`config.mk`:
```
export PLATFORM = sky130hd
export DESIGN_NAME = wb_arbiter
export DESIGN_NICKNAME = d
export VERILOG_FILES = /design/src/rtl/wb_pkg.sv /design/src/rtl/wb_queue.sv /design/src/rtl/wb_arbiter.sv
export SDC_FILE = /design/constraint.sdc
export NUM_CORES = 1
export LEC_CHECK = 0
export BUFFER_PORTS_ARGS = -buffer_cell sky130_fd_sc_hd__buf_4
export CAP_MARGIN = 20
export CELL_PAD_IN_SITES_DETAIL_PLACEMENT = 1
export CELL_PAD_IN_SITES_GLOBAL_PLACEMENT = 2
export CORE_MARGIN = 5
export CORE_UTILIZATION = 34
export CTS_CLUSTER_DIAMETER = 120
export DETAILED_ROUTE_END_ITERATION = 8
export PLACE_DENSITY = 0.75
export SYNTH_ARGS = -nofsm -noshare
export SYNTH_HDL_FRONTEND = slang
export SYNTH_SLANG_ARGS = --single-unit
```
`constraint.sdc`:
```
create_clock -name clk -period 4 [get_ports clk]
set_input_delay 0.8 -clock clk [delete_from_list [all_inputs] [get_ports clk]]
set_output_delay 0.8 -clock clk [all_outputs]
set_load 0.005 [all_outputs]
```
`src/rtl/wb_pkg.sv`:
```
// Shared types and constants for the writeback arbiter.
// Bypass of empty queues is enabled with WB_BYPASS_EN.
package wb_pkg;

   localparam int XLEN      = 32;
   localparam int PRF_AW    = 6;
   localparam int NUM_UNITS = 4;
   localparam int NUM_WP    = 2;

   localparam int UNIT_ALU = 0;
   localparam int UNIT_SFU = 1;
   localparam int UNIT_BRU = 2;
   localparam int UNIT_AGU = 3;

   typedef struct packed {
      logic [XLEN-1:0]   data;
      logic [PRF_AW-1:0] rd;
   } wb_req_t;

endpackage

```
`src/rtl/wb_queue.sv`:
```
// Per-unit result FIFO: circular buffer with registered count.
// A synchronous clear discards contents and same-cycle pushes.
module wb_queue
   import wb_pkg::*;
#(
   parameter int QDEPTH = 2
) (
   input  logic    clk,
   input  logic    rst,
   input  logic    clear,
   input  logic    push,
   input  wb_req_t push_req,
   input  logic    pop,
   output wb_req_t head,
   output logic    empty,
   output logic    full
);

   localparam int PW = $clog2(QDEPTH);
   localparam int CW = $clog2(QDEPTH + 1);

   wb_req_t         mem [QDEPTH];
   logic [PW-1:0]   hd;
   logic [PW-1:0]   tl;
   logic [CW-1:0]   count;
   logic            do_push;
   logic            do_pop;

   assign empty   = (count == '0);
   assign full    = (count == CW'(QDEPTH));
   assign do_pop  = pop && !empty;
   assign do_push = push && (!full || do_pop);
   assign head    = mem[hd];

   always_ff @(posedge clk or posedge rst) begin
      if (rst) begin
         hd    <= '0;
         tl    <= '0;
         count <= '0;
      end else if (clear) begin
         hd    <= '0;
         tl    <= '0;
         count <= '0;
      end else begin
         if (do_push)
            tl <= tl + PW'(1);
         if (do_pop)
            hd <= hd + PW'(1);
         count <= count + CW'(do_push) - CW'(do_pop);
      end
   end

   // Storage needs no reset; count gates every read.
   always_ff @(posedge clk) begin
      if (do_push && !clear)
         mem[tl] <= push_req;
   end

endmodule

```
`src/rtl/wb_arbiter.sv`:
```
// Writeback arbiter: four unit queues, two RF write ports, round-robin.
// Define WB_BYPASS_EN to let a result skip its empty queue.
module wb_arbiter
   import wb_pkg::*;
#(
   parameter int QDEPTH = 2
) (
   input  logic              clk,
   input  logic              rst,
   input  logic              recover,
   input  logic [XLEN-1:0]   aluoutw,
   input  logic [XLEN-1:0]   sfuoutw,
   input  logic [XLEN-1:0]   bruoutw,
   input  logic [XLEN-1:0]   aguoutw,
   input  logic [PRF_AW-1:0] alurdw,
   input  logic [PRF_AW-1:0] sfurdw,
   input  logic [PRF_AW-1:0] brurdw,
   input  logic [PRF_AW-1:0] agurdw,
   input  logic              aluenw,
   input  logic              sfuenw,
   input  logic              bruenw,
   input  logic              aguenw,
   output logic              we0,
   output logic              we1,
   output logic [PRF_AW-1:0] wa0,
   output logic [PRF_AW-1:0] wa1,
   output logic [XLEN-1:0]   wd0,
   output logic [XLEN-1:0]   wd1,
   output logic              stall
);

   wb_req_t              in_req   [NUM_UNITS];
   wb_req_t              q_head   [NUM_UNITS];
   wb_req_t              cand_req [NUM_UNITS];
   logic [NUM_UNITS-1:0] in_en;
   logic [NUM_UNITS-1:0] enq_ok;
   logic [NUM_UNITS-1:0] byp;
   logic [NUM_UNITS-1:0] cand;
   logic [NUM_UNITS-1:0] grant;
   logic [NUM_UNITS-1:0] q_push;
   logic [NUM_UNITS-1:0] q_pop;
   logic [NUM_UNITS-1:0] q_empty;
   logic [NUM_UNITS-1:0] q_full;
   logic [1:0]           rr;
   logic [1:0]           rr_nxt;
   logic [1:0]           u0;
   logic [1:0]           u1;
   logic [1:0]           last;
   logic [1:0]           idx;
   logic                 g0;
   logic                 g1;

   assign in_req[UNIT_ALU] = '{data: aluoutw, rd: alurdw};
   assign in_req[UNIT_SFU] = '{data: sfuoutw, rd: sfurdw};
   assign in_req[UNIT_BRU] = '{data: bruoutw, rd: brurdw};
   assign in_req[UNIT_AGU] = '{data: aguoutw, rd: agurdw};
   assign in_en = {aguenw, bruenw, sfuenw, aluenw};

   assign stall = |q_full;

   always_comb begin
      for (int u = 0; u < NUM_UNITS; u++) begin
         enq_ok[u] = in_en[u] && (in_req[u].rd != '0)
                     && !stall && !recover;
      end
   end

`ifdef WB_BYPASS_EN
   always_comb begin
      for (int u = 0; u < NUM_UNITS; u++)
         byp[u] = enq_ok[u] && q_empty[u] && !rst;
   end
`else
   assign byp = '0;
`endif

   always_comb begin
      for (int u = 0; u < NUM_UNITS; u++) begin
         cand[u]     = !q_empty[u] || byp[u];
         cand_req[u] = q_empty[u] ? in_req[u] : q_head[u];
      end
   end

   // Circular scan from rr: first candidate to port 0, second to port 1.
   always_comb begin
      g0    = 1'b0;
      g1    = 1'b0;
      u0    = '0;
      u1    = '0;
      last  = rr;
      idx   = rr;
      grant = '0;
      for (int k = 0; k < NUM_UNITS; k++) begin
         idx = rr + 2'(k);
         if (cand[idx]) begin
            if (!g0) begin
               g0         = 1'b1;
               u0         = idx;
               grant[idx] = 1'b1;
               last       = idx;
            end else if (!g1) begin
               g1         = 1'b1;
               u1         = idx;
               grant[idx] = 1'b1;
               last       = idx;
            end
         end
      end
      rr_nxt = (g0 || g1) ? last + 2'd1 : rr;
   end

   assign q_pop  = grant & ~q_empty;
   assign q_push = enq_ok & ~(grant & byp);

   always_ff @(posedge clk or posedge rst) begin
      if (rst)
         rr <= '0;
      else if (!recover)
         rr <= rr_nxt;
   end

   assign we0 = g0;
   assign we1 = g1;
   assign wa0 = g0 ? cand_req[u0].rd   : '0;
   assign wd0 = g0 ? cand_req[u0].data : '0;
   assign wa1 = g1 ? cand_req[u1].rd   : '0;
   assign wd1 = g1 ? cand_req[u1].data : '0;

   for (genvar u = 0; u < NUM_UNITS; u++) begin : g_q
      wb_queue #(
         .QDEPTH(QDEPTH)
      ) u_q (
         .clk      (clk),
         .rst      (rst),
         .clear    (recover),
         .push     (q_push[u]),
         .push_req (in_req[u]),
         .pop      (q_pop[u]),
         .head     (q_head[u]),
         .empty    (q_empty[u]),
         .full     (q_full[u])
      );
   end

endmodule

```
Word level (Yosys, flattened, before mapping) --
Memory sizes are Yosys's and may differ from the RTL's. Cells that the tools add are included.
Cells by class: $add $sub $neg 20, multipliers 0, divide/modulo/power cells 0, order comparisons 10, equal/unequal tests 4, shift-type cells 0, mux-type cells 98, bitwise operators 8, reductions and logical operators 61
Operators with widths (number):
- $mux 38 | 8
- $bmux 38 s2 | 2
- $mux 32 | 2
- $mux 2 | 26
- $mux 1 | 42
- $mux 4 | 8
- $logic_and 1x1->1 | 28
- $reduce_bool 6->1 | 4
- $reduce_bool 2->1 | 8
- $lt 2x3->1 const B | 4
- $mux 6 | 2
- $or 4x4->4 | 3
- $logic_not 1->1 | 10
- $add 1x1->1 const B | 8
- $add 2x1->2 | 4
- $bmux 1 s2 | 4
- $demux 1 s2 | 4
- $eq 2x2->1 const B | 4
- $ge 2x1->1 const B | 4
- $logic_not 2->1 | 4
- $sub 2x1->2 | 4
- $ge 3x3->1 const B | 2
- $not 2->3 | 2
- $logic_or 1x1->1 | 5
- 7 further kinds | 9
Word-level totals: bits in registers 18, latch bits 0, RAM bits 304, memory bits (read-only) 0, bits of input ports 159, output and inout bits 79, logic and storage cells 218, memories kept 4
Memory list:
- g_q[0].u_q.mem | words 2, bits a word 38, read ports 1, clocked after memory_dff 0, wr ports 1, RTL line wb_queue.sv:22 | wb_req_t mem [QDEPTH];
- g_q[1].u_q.mem | words 2, bits a word 38, read ports 1, clocked after memory_dff 0, wr ports 1, RTL line wb_queue.sv:22
- g_q[2].u_q.mem | words 2, bits a word 38, read ports 1, clocked after memory_dff 0, wr ports 1, RTL line wb_queue.sv:22
- g_q[3].u_q.mem | words 2, bits a word 38, read ports 1, clocked after memory_dff 0, wr ports 1, RTL line wb_queue.sv:22

Logic depth before layout (Yosys ltp) --
Gate-level depths: netlist (run 1).
depth in word-level cells 22, mapped depth 15, gate-level depth less buffers 12

Hierarchy --
Synthesis (run 1) repeated with hierarchy kept, for this count alone.
Unflattened totals: cells, all modules 1172, area total of the unflattened synthesis 17157.7 µm²
Modules (own cells, without submodules):
- wb_queue | instances 4, cells each 148, area an instance 3011.6 µm², sequential area each 2382.3 µm²
- wb_arbiter | instances 1, cells each 580, area an instance 5111.2 µm², sequential area each 50.0 µm²

Worst setup path before layout (run 1) --
No wires, ideal clock.
path type reg-to-output, from reg rr[0], to out wd0[27], arrival time 3.042 ns, data required time 3.200 ns, setup slack 0.158 ns, cell stages (with the launch flop) 12, path buffers 3, cells stage by stage dfrtp_1 clkinv_1 ha_1 clkbuf_1 mux4_2 a211oi_1 o2bb2ai_2 buf_2 buf_2 nand2_1 o21ai_0 a22o_1
On the way: longest elaborated chain between the ends 14, elaborated cells between the ends (all ways) 27, those cells by class add/sub: 3; mux: 23; bitwise: 1
Ends and longest elaborated chain:
- start, declared | RTL line wb_arbiter.sv:44 | logic [1:0] rr;
- start signal, assigned | RTL line wb_arbiter.sv:119 | rr <= rr_nxt;
- parallel branches: the longest is 13 deep, another holds $add 2x1->2
- $mux 32 * | RTL line wb_arbiter.sv:125 | assign wd0 = g0 ? cand_req[u0].data : '0;
- end, declared | RTL line wb_arbiter.sv:27 | output logic [XLEN-1:0] wd0,
Every way passes the cells marked *. The select of a mux whose other input is x is not followed.

Worst setup path in the final report (run 1) --
from reg g_q[3].u_q.count[1], to out wd1[27]
On the way: longest elaborated chain between the ends 18, elaborated cells between the ends (all ways) 33, those cells by class mux: 30; bitwise: 1; reduce/logical: 2
Ends and longest elaborated chain:
- start, declared | RTL line wb_queue.sv:25 | logic [CW-1:0] count;
- start signal, assigned | RTL line wb_queue.sv:49 | count <= count + CW'(do_push) - CW'(do_pop);
- $logic_not 2->1 * | RTL line wb_queue.sv:29 | assign empty = (count == '0);
- $logic_not 1->1 | RTL line wb_arbiter.sv:79 | cand[u] = !q_empty[u] || byp[u];
- $bmux 1 s2 | RTL line wb_arbiter.sv:95 | if (cand[idx]) begin
- $mux 1 (implied by the code) | RTL line wb_arbiter.sv:95
- $mux 1 | RTL line wb_arbiter.sv:95
- $mux 2 or $mux 1 (tied branches) | RTL line wb_arbiter.sv:96 | if (!g0) begin
- $mux 2 or $mux 1 (tied branches) | RTL line wb_arbiter.sv:95
- $mux 2 | RTL line wb_arbiter.sv:101 | end else if (!g1) begin
- $mux 2 | RTL line wb_arbiter.sv:96
- $mux 2 | RTL line wb_arbiter.sv:95
- $mux 2 | RTL line wb_arbiter.sv:101
- $mux 2 | RTL line wb_arbiter.sv:96
- $mux 2 | RTL line wb_arbiter.sv:95
- $not 2->3 (implied by the code) | RTL line wb_arbiter.sv:127 | assign wd1 = g1 ? cand_req[u1].data : '0;
- $bmux 38 s2 | RTL line wb_arbiter.sv:127
- $mux 38 (implied by the code) (2 in a row) | RTL line wb_arbiter.sv:127
- $mux 32 * | RTL line wb_arbiter.sv:127
- end, declared | RTL line wb_arbiter.sv:28 | output logic [XLEN-1:0] wd1,
Every way passes the cells marked *; elsewhere a longest branch is shown, timed or not. The select of a mux whose other input is x is not followed.

==> results of run 1 <==
worst min-delay path by stage:
stage / startpoint / endpoint / cells after the start
after floorplan: g_q[2].u_q.count[1] / g_q[2].u_q.count[1] / 2
after global placement: g_q[2].u_q.tl / g_q[2].u_q.mem[0][35] / 1
after detailed placement: g_q[2].u_q.tl / g_q[2].u_q.mem[0][36] / 1
after CTS: aguoutw[9] / g_q[3].u_q.mem[0][15] / 1
after global routing: aguoutw[17] / g_q[3].u_q.mem[1][23] / 1
final: rst / g_q[2].u_q.tl / 2
per-stage QoR:
stage,instance area [µm²],std cells
after floorplan,16400,1480
after global placement,19200,2273
after detailed placement,19200,2273
after CTS,21100,2360
after global routing,22000,2387
final,22000,2391
state kept, by name (all words and copies together), names as in the netlist:
signal and count:
g_q.u_q.count 8, g_q.u_q.hd 4, g_q.u_q.mem 304, g_q.u_q.tl 4, rr 2
cells in the mapped netlist, types with 16 or more instances:
master      n
edfxtp_1  304
nor2_1     96
ha_1       16
a21oi_1   238
o21ai_0   150
dfrtp_1    18
buf_1      17
o22ai_1    44
buf_2      26
nand2_1   169
a22o_1     38
clkbuf_1   80
mux2i_1   156
per-layer routing:
layer  vias to the layer above  wire length, µm  track usage [%]  share of wire (%)
met5                         -               34                0              0.054
met4                         4             2280             6.50                3.6
met3                       105             4510             5.18                7.2
met2                       460            27800             33.0                 45
met1                      6581            27800             31.3                 45
li1                       6094                -                -                  -
cell usage in the layout, fill, tap and decap left out, drive strengths merged, types with 2 or more instances in the layout:
master,count
bufinv,2
mux4,6
nor2,97
clkinv,18
or2,8
inv,12
nor2b,9
a22o,38
o311a,4
nor3,9
and2,5
mux2i,156
a211oi,3
a31o,5
xnor2,14
xor2,4
buf,339
o211ai,4
dfrtp,18
a22oi,4
a222oi,4
nand2,169
ha,16
clkbuf,55
nor3b,6
o22ai,44
or4,4
o21ai,159
diode,5
edfxtp,304
a21oi,238
repair_timing:
action                                  4_1_cts  5_1_grt
endpoints found under the setup margin       76       76
gates cloned                                  8       16
setup buffers                                15       10
hold buffers                                  0        0
gates resized for setup                     187      115
pin swaps                                    26       36
worst register-to-register path, cell delays in order, from the launching register on:
cell	delay (ns)
dfrtp_2	0.40
or2_4	0.27
buf_6	0.13
mux4_2	0.61
buf_4	0.23
buf_4	0.16
a21oi_1	0.29
a222oi_1	0.16
o22ai_1	0.35
ha_1	0.30
inv_1	0.06
ha_1	0.15
xor2_1	0.18
xnor2_1	0.14
nor2_1	0.05
logic make-up after synthesis:
| kind of cell | after synthesis | synth area share, % |
|---|---|---|
| AOI/OAI and AO/OA | 510 | 17.5 |
| adders and majority gates | 16 | 1.22 |
| and+or+nand+nor | 312 | 7.89 |
| buffers and inverters | 140 | 3.55 |
| xor gates and xnor gates | 18 | 0.963 |
| DFF | 322 | 58.5 |
| muxes | 162 | 10.4 |
final cells by class:
class                      instances  share of cell area [%]
clock inverter                    21                   0.695
timing repair buffer             351                    15.0
tap                              615                    3.50
sequential                       322                    43.6
inverter                          12                   0.205
antenna                            5                  0.0569
multi-input combinational       1022                    32.5
clock buffer                      43                    4.36
==> results by group, run 1 <==
Route
  – Drt via density: 5.54
  – Average wire per standard cell: about 26 µm
  – Total Wirelength: between 60000 and 70000 µm
  – Detailed router's first-iteration violation count: between 900 and 1000
  – DRT antenna net count: 0
  – DR pass1 iterations: 5
  – Drt drc: 0
  – Via count: 13244

Critical path
  – Crit path DAT: 3.34 ns
  – CP max stage delay: ~0.54 ns
  – Critical path depth: 12
  – Worst setup EP type: output port
  – CP max-delay cell: mux4_2
  – FF-to-FF End: g_q[0].u_q.count[1]
  – CP endpoint: wd1[27]
  – Crit Path Class: reg -> out
  – Crit-path cells: or2_4, mux4_2, buf_8, buf_6, o22ai_4, a22oi_2, buf_6, buf_12, a21oi_1, a21oi_1, o22ai_2, buf_4
  – Crit path launch: g_q[3].u_q.count[1]
  – R2r startpoint: g_q[3].u_q.count[1]
  – CP bufs+invs: 5
  – Worst R2R Path Depth: 14
  – Critical Path RT: 3.20 ns
  – Startpoint Class: register
  – CP top delay family: buffers and inverters
  – FF-to-FF setup slack: between 0.4 and 0.5 ns
  – Max Fanout on Critical Path: 10

Global route
  – GRT overflow: 0
  – Number of global-route vias before repair: 13194
  – Pin count of the biggest net entering global routing: 82
  – GRT Util Overall: between 20 and 25%
  – First-pass GRT wire length: 87400 µm
  – Antenna violations before repair: 7

Cells and area
  – Sequential Area: 9590 µm²
  – Fillers: about 5100
  – Core Util, Final: 46.1%
  – Nets@finish: 1921
  – Multi-input gate area: a little over 7000 µm²
  – Fraction of layout cells with a size suffix above 1: 34.3%
  – Area delta synth->final: 34.2%

STA
  – Max-slew headroom: a little under two fifths
  – RSZ-0062 raised after global routing: yes
  – Final Skew: 0.0146 ns
  – Slew Limit Fails: 0
  – Hold slack: 0.428 ns
  – Final Hold Vio Count: 0
  – Final Worst Setup Slack: -0.143 ns
  – Final setup fails: 75
  – Fmax: 241 MHz
  – Final min period: 4.14 ns
  – Worst-Margin Slew: approximately 0.93 ns
  – Setup_tns: -5.72 ns
  – Period utilisation layout: 104%

Synth
  – Area leader, netlist: edfxtp_1
  – Synth Cell Area: 16400 µm²
  – Main synth FF type: edfxtp_1
  – Synth top area share: 55.7%
  – Main area contributors after synthesis: edfxtp_1 (56%), mux2i_1 (9.5%), a21oi_1 (7.3%), o21ai_0 (4.6%), nand2_1 (3.9%)
  – Cells after Synth: 1480
  – Seq/Total Area, Yosys: between 50% and 60%
  – Synthesized Nets: 1655
  – EDFF count, synth: 304
  – #FFs+latches synth: 322
  – Total of warnings raised by yosys: 0
  – Synth unique cells: 54
  – Asr flop ratio synth: 5.59%
  – Mean Syn Cell Area: 11.1 µm²

Clocking
  – Clock Sink Count: 322
  – H-tree depth: 2
  – CTS tree: done
  – Clk buf depth: 3
  – Cts bufs inserted: 37
  – Root Buffer: clkbuf_16
  – Worst-skew pair later-pin latency: 0.54 ns
  – Clock-pin slew on the worst setup and hold paths: 0.06 ns

Job
  – Max_cap viols: 0

Die
  – Placeable Area: 47600 µm²
  – Placement Rows: 80
  – Starting Density: 34.4%
  – Die H: roughly 230 µm
  – DIE AREA: 52700 µm²
  – Ports: 238
  – Die width: between 200 and 250 µm

Place
  – Place WS: 0.00341 ns
  – Dpl hpwl: 41900 µm
  – Port Buffers: 237
  – Routability cong.: between 0.9 and 1

Worst hold path
  – Hold WC Path Type: in -> async

Status
  – Violated checks: negative setup slack
  – Status: finished, violations left
Power of run 1 is left out: the tool's default activity adds up to more than one toggle a clock period on the data nets, which glitch-free logic cannot reach.
==> inputs of run 2 (changes only) <==
--- a/config.mk
+++ b/config.mk
@@ -10,10 +10,10 @@
 export CELL_PAD_IN_SITES_DETAIL_PLACEMENT = 1
 export CELL_PAD_IN_SITES_GLOBAL_PLACEMENT = 2
 export CORE_MARGIN = 5
-export CORE_UTILIZATION = 34
+export CORE_UTILIZATION = 30
 export CTS_CLUSTER_DIAMETER = 120
 export DETAILED_ROUTE_END_ITERATION = 8
-export PLACE_DENSITY = 0.75
+export PLACE_DENSITY = 0.68
 export SYNTH_ARGS = -nofsm -noshare
 export SYNTH_HDL_FRONTEND = slang
 export SYNTH_SLANG_ARGS = --single-unit
==> results by group, run 2 (synthesis gave the netlist of run 1 again) <==
Status
  – Status: finished, violations left (unchanged)
  – Violated checks: negative setup slack (unchanged)

STA
  – Final Worst Setup Slack: -0.237 ns (was -0.143 ns)
  – Final setup fails: 76 (was 75)
  – Max-slew headroom: 35.4% (was 37.5%)
  – Final Skew: 0.0285 ns (was 0.0146 ns)
  – Final Hold Vio Count: 0 (unchanged)
  – RSZ-0062 raised after global routing: yes (unchanged)
  – Fmax: 236 MHz (was 241 MHz)
  – Final min period: 4.24 ns (was 4.14 ns)
  – Worst-Margin Slew: 0.958 ns (was 0.927 ns)
  – Slew Limit Fails: 0 (unchanged)
  – Period utilisation layout: 106% (was 104%)

Route
  – Via count: 13099 (was 13244)
  – DR pass1 iterations: 8 (was 5)
  – Drt via density: 5.25 (was 5.54)
  – Detailed router's first-iteration violation count: 954 (was 961)
  – Average wire per standard cell: 24.9 µm (was 26.1 µm)
  – DRT antenna net count: 0 (unchanged)
  – Total Wirelength: 62200 µm (was 62500 µm)
  – Drt drc: 0 (unchanged)

Die
  – Placeable Area: 53900 µm² (was 47600 µm²)
  – Placement Rows: 85 (was 80)
  – Starting Density: 30.4% (was 34.4%)
  – Die H: 244 µm (was 229 µm)
  – DIE AREA: 59400 µm² (was 52700 µm²)
  – Ports: 238 (unchanged)
  – Die width: 244 µm (was 229 µm)

Cells and area
  – Nets@finish: 1940 (was 1921)
  – Fraction of layout cells with a size suffix above 1: 34.2% (was 34.3%)
  – Fillers: 5693 (was 5082)
  – Top reg by flops: g_q.u_q.mem (unchanged)
  – Most common cell after layout, fill and taps aside: edfxtp_1 (unchanged)
  – Area delta synth->final: 37.1% (was 34.2%)
  – Core Util, Final: 41.6% (was 46.1%)
  – Sequential Area: 9590 µm² (about the same)
  – Multi-input gate area: 7240 µm² (was 7150 µm²)
  – Max reg flops: 304 (unchanged)
  – Biggest regs: g_q.u_q.mem x304, g_q.u_q.count x8 (unchanged)
  – Commonest non-fill, non-tap cells in the layout: edfxtp_1 (304), buf_4 (301), a21oi_1 (208) (was edfxtp_1 (304), buf_4 (294), a21oi_1 (181))

Job
  – Max_cap viols: 0 (unchanged)

Clocking
  – Clock Sink Count: 322 (unchanged)
  – Clock-pin slew on the worst setup and hold paths: 0.06 ns (about the same)
  – Clk buf depth: 3 (unchanged)
  – Root Buffer: clkbuf_16 (unchanged)
  – H-tree depth: 2 (unchanged)
  – CTS tree: done (unchanged)
  – Cts hold-fix bufs: 0 (unchanged)
  – Worst-skew pair later-pin latency: 0.56 ns (was 0.54 ns)
  – Cts bufs inserted: 39 (was 37)

Place
  – Routability cong.: 0.885 (was 0.929)
  – Port Buffers: 237 (unchanged)
  – Dpl hpwl: 43500 µm (was 41900 µm)

Critical path
  – Crit path DAT: 3.44 ns (was 3.34 ns)
  – CP max stage delay: 0.57 ns (was 0.54 ns)
  – Max Fanout on Critical Path: 8 (was 10)
  – Critical Path RT: 3.20 ns (about the same)
  – CP bufs+invs: 6 (was 5)
  – Crit-path cells: or2_4, buf_6, mux4_2, buf_6, mux2i_4, o2bb2ai_4, buf_12, buf_12, clkbuf_16, o21ai_4, a22o_1, buf_4 (was or2_4, mux4_2, buf_8, buf_6, o22ai_4, a22oi_2, buf_6, buf_12, a21oi_1, a21oi_1, o22ai_2, buf_4)
  – CP max-delay cell: mux4_2 (unchanged)
  – Crit Path Class: reg -> out (unchanged)
  – Startpoint Class: register (unchanged)
  – CP top delay family: buffers and inverters (unchanged)
  – Worst setup EP type: output port (unchanged)

Global route
  – GRT overflow: 0 (unchanged)
  – Pin count of the biggest net entering global routing: 78 (was 82)
  – GRT Util Overall: 19.7% (was 21.8%)
  – Antenna violations before repair: 8 (was 7)
  – First-pass GRT wire length: 88900 µm (was 87400 µm)
  – Number of global-route vias before repair: 13328 (was 13194)

Worst hold path
  – Hold WC Path Type: in -> async (unchanged)
[run 2: cell types whose count changed in the layout (fill, tap and decap cells not counted), sizes merged]
cell and delta:
o2bb2ai +1, bufinv -2, clkinvlp +1, clkinv -1, a31o -4, clkbuf +6, a21oi +1, bufbuf +1
buf +20, inv +1
[run 2: stage by stage]
step / TNS (ns) / hold WS [ns] / worst slack (ns) / instance area (µm²) / std cells
floorplan: 0 / 0.584 / 0.158 / 16400 / 1480
finish: -13.76 / 0.431 / -0.237 / 22500 / 2496
global route: -21.11 / 0.408 / -0.328 / 22400 / 2492
detailed placement: -0.389 / 0.613 / -0.0732 / 19400 / 2361
CTS: -9.89 / 0.407 / -0.189 / 21600 / 2473
global placement: -0.0313 / 0.607 / -0.0313 / 19400 / 2361
[run 2: what timing repair did]
item | CTS | global route
gates resized for setup | 198 | 115
buffers inserted | 33 | 8
pin swaps | 26 | 25
cloned | 8 | 12
endpoints found under the setup margin | 76 | 76
[run 2: final timing paths]
| check | slack (ns) | start | to | cells past startpoint |
|---|---|---|---|---|
| setup / recovery | -0.24 | g_q[3].u_q.count[0] | wd0[2] | 12 |
| hold / removal | 0.43 | rst | g_q[2].u_q.tl | 2 |
| setup reg to reg | 0.46 | g_q[3].u_q.count[0] | g_q[0].u_q.count[1] | 14 |
| hold reg to reg | 0.62 | g_q[3].u_q.tl | g_q[3].u_q.mem[0][37] | 1 |
| max in group asynchronous | 2.97 | rst | g_q[0].u_q.hd | 2 |
| min in group clk | 0.43 | sfuoutw[1] | g_q[1].u_q.mem[0][7] | 1 |
[run 2: routing by layer]
metal  wire, µm  GRT usage, %  up-vias
met2      27600          29.7      354
met1      29200          28.5     6542
met3       3770          4.79       86
li1           -             -     6111
met5         32             0        -
met4       1610          5.21        6
[run 2: layout make-up]
| class | instances | share of cell area (%) |
|---|---|---|
| Antenna cell | 5 | 0.0557 |
| Clock buffer | 51 | 4.83 |
| Sequential cell | 322 | 42.7 |
| Multi-Input combinational cell | 1020 | 32.2 |
| Inverter | 12 | 0.201 |
| Tap cell | 696 | 3.88 |
| Timing Repair Buffer | 370 | 15.7 |
| Clock inverter | 20 | 0.446 |
Power of run 2 is left out for the same reason.
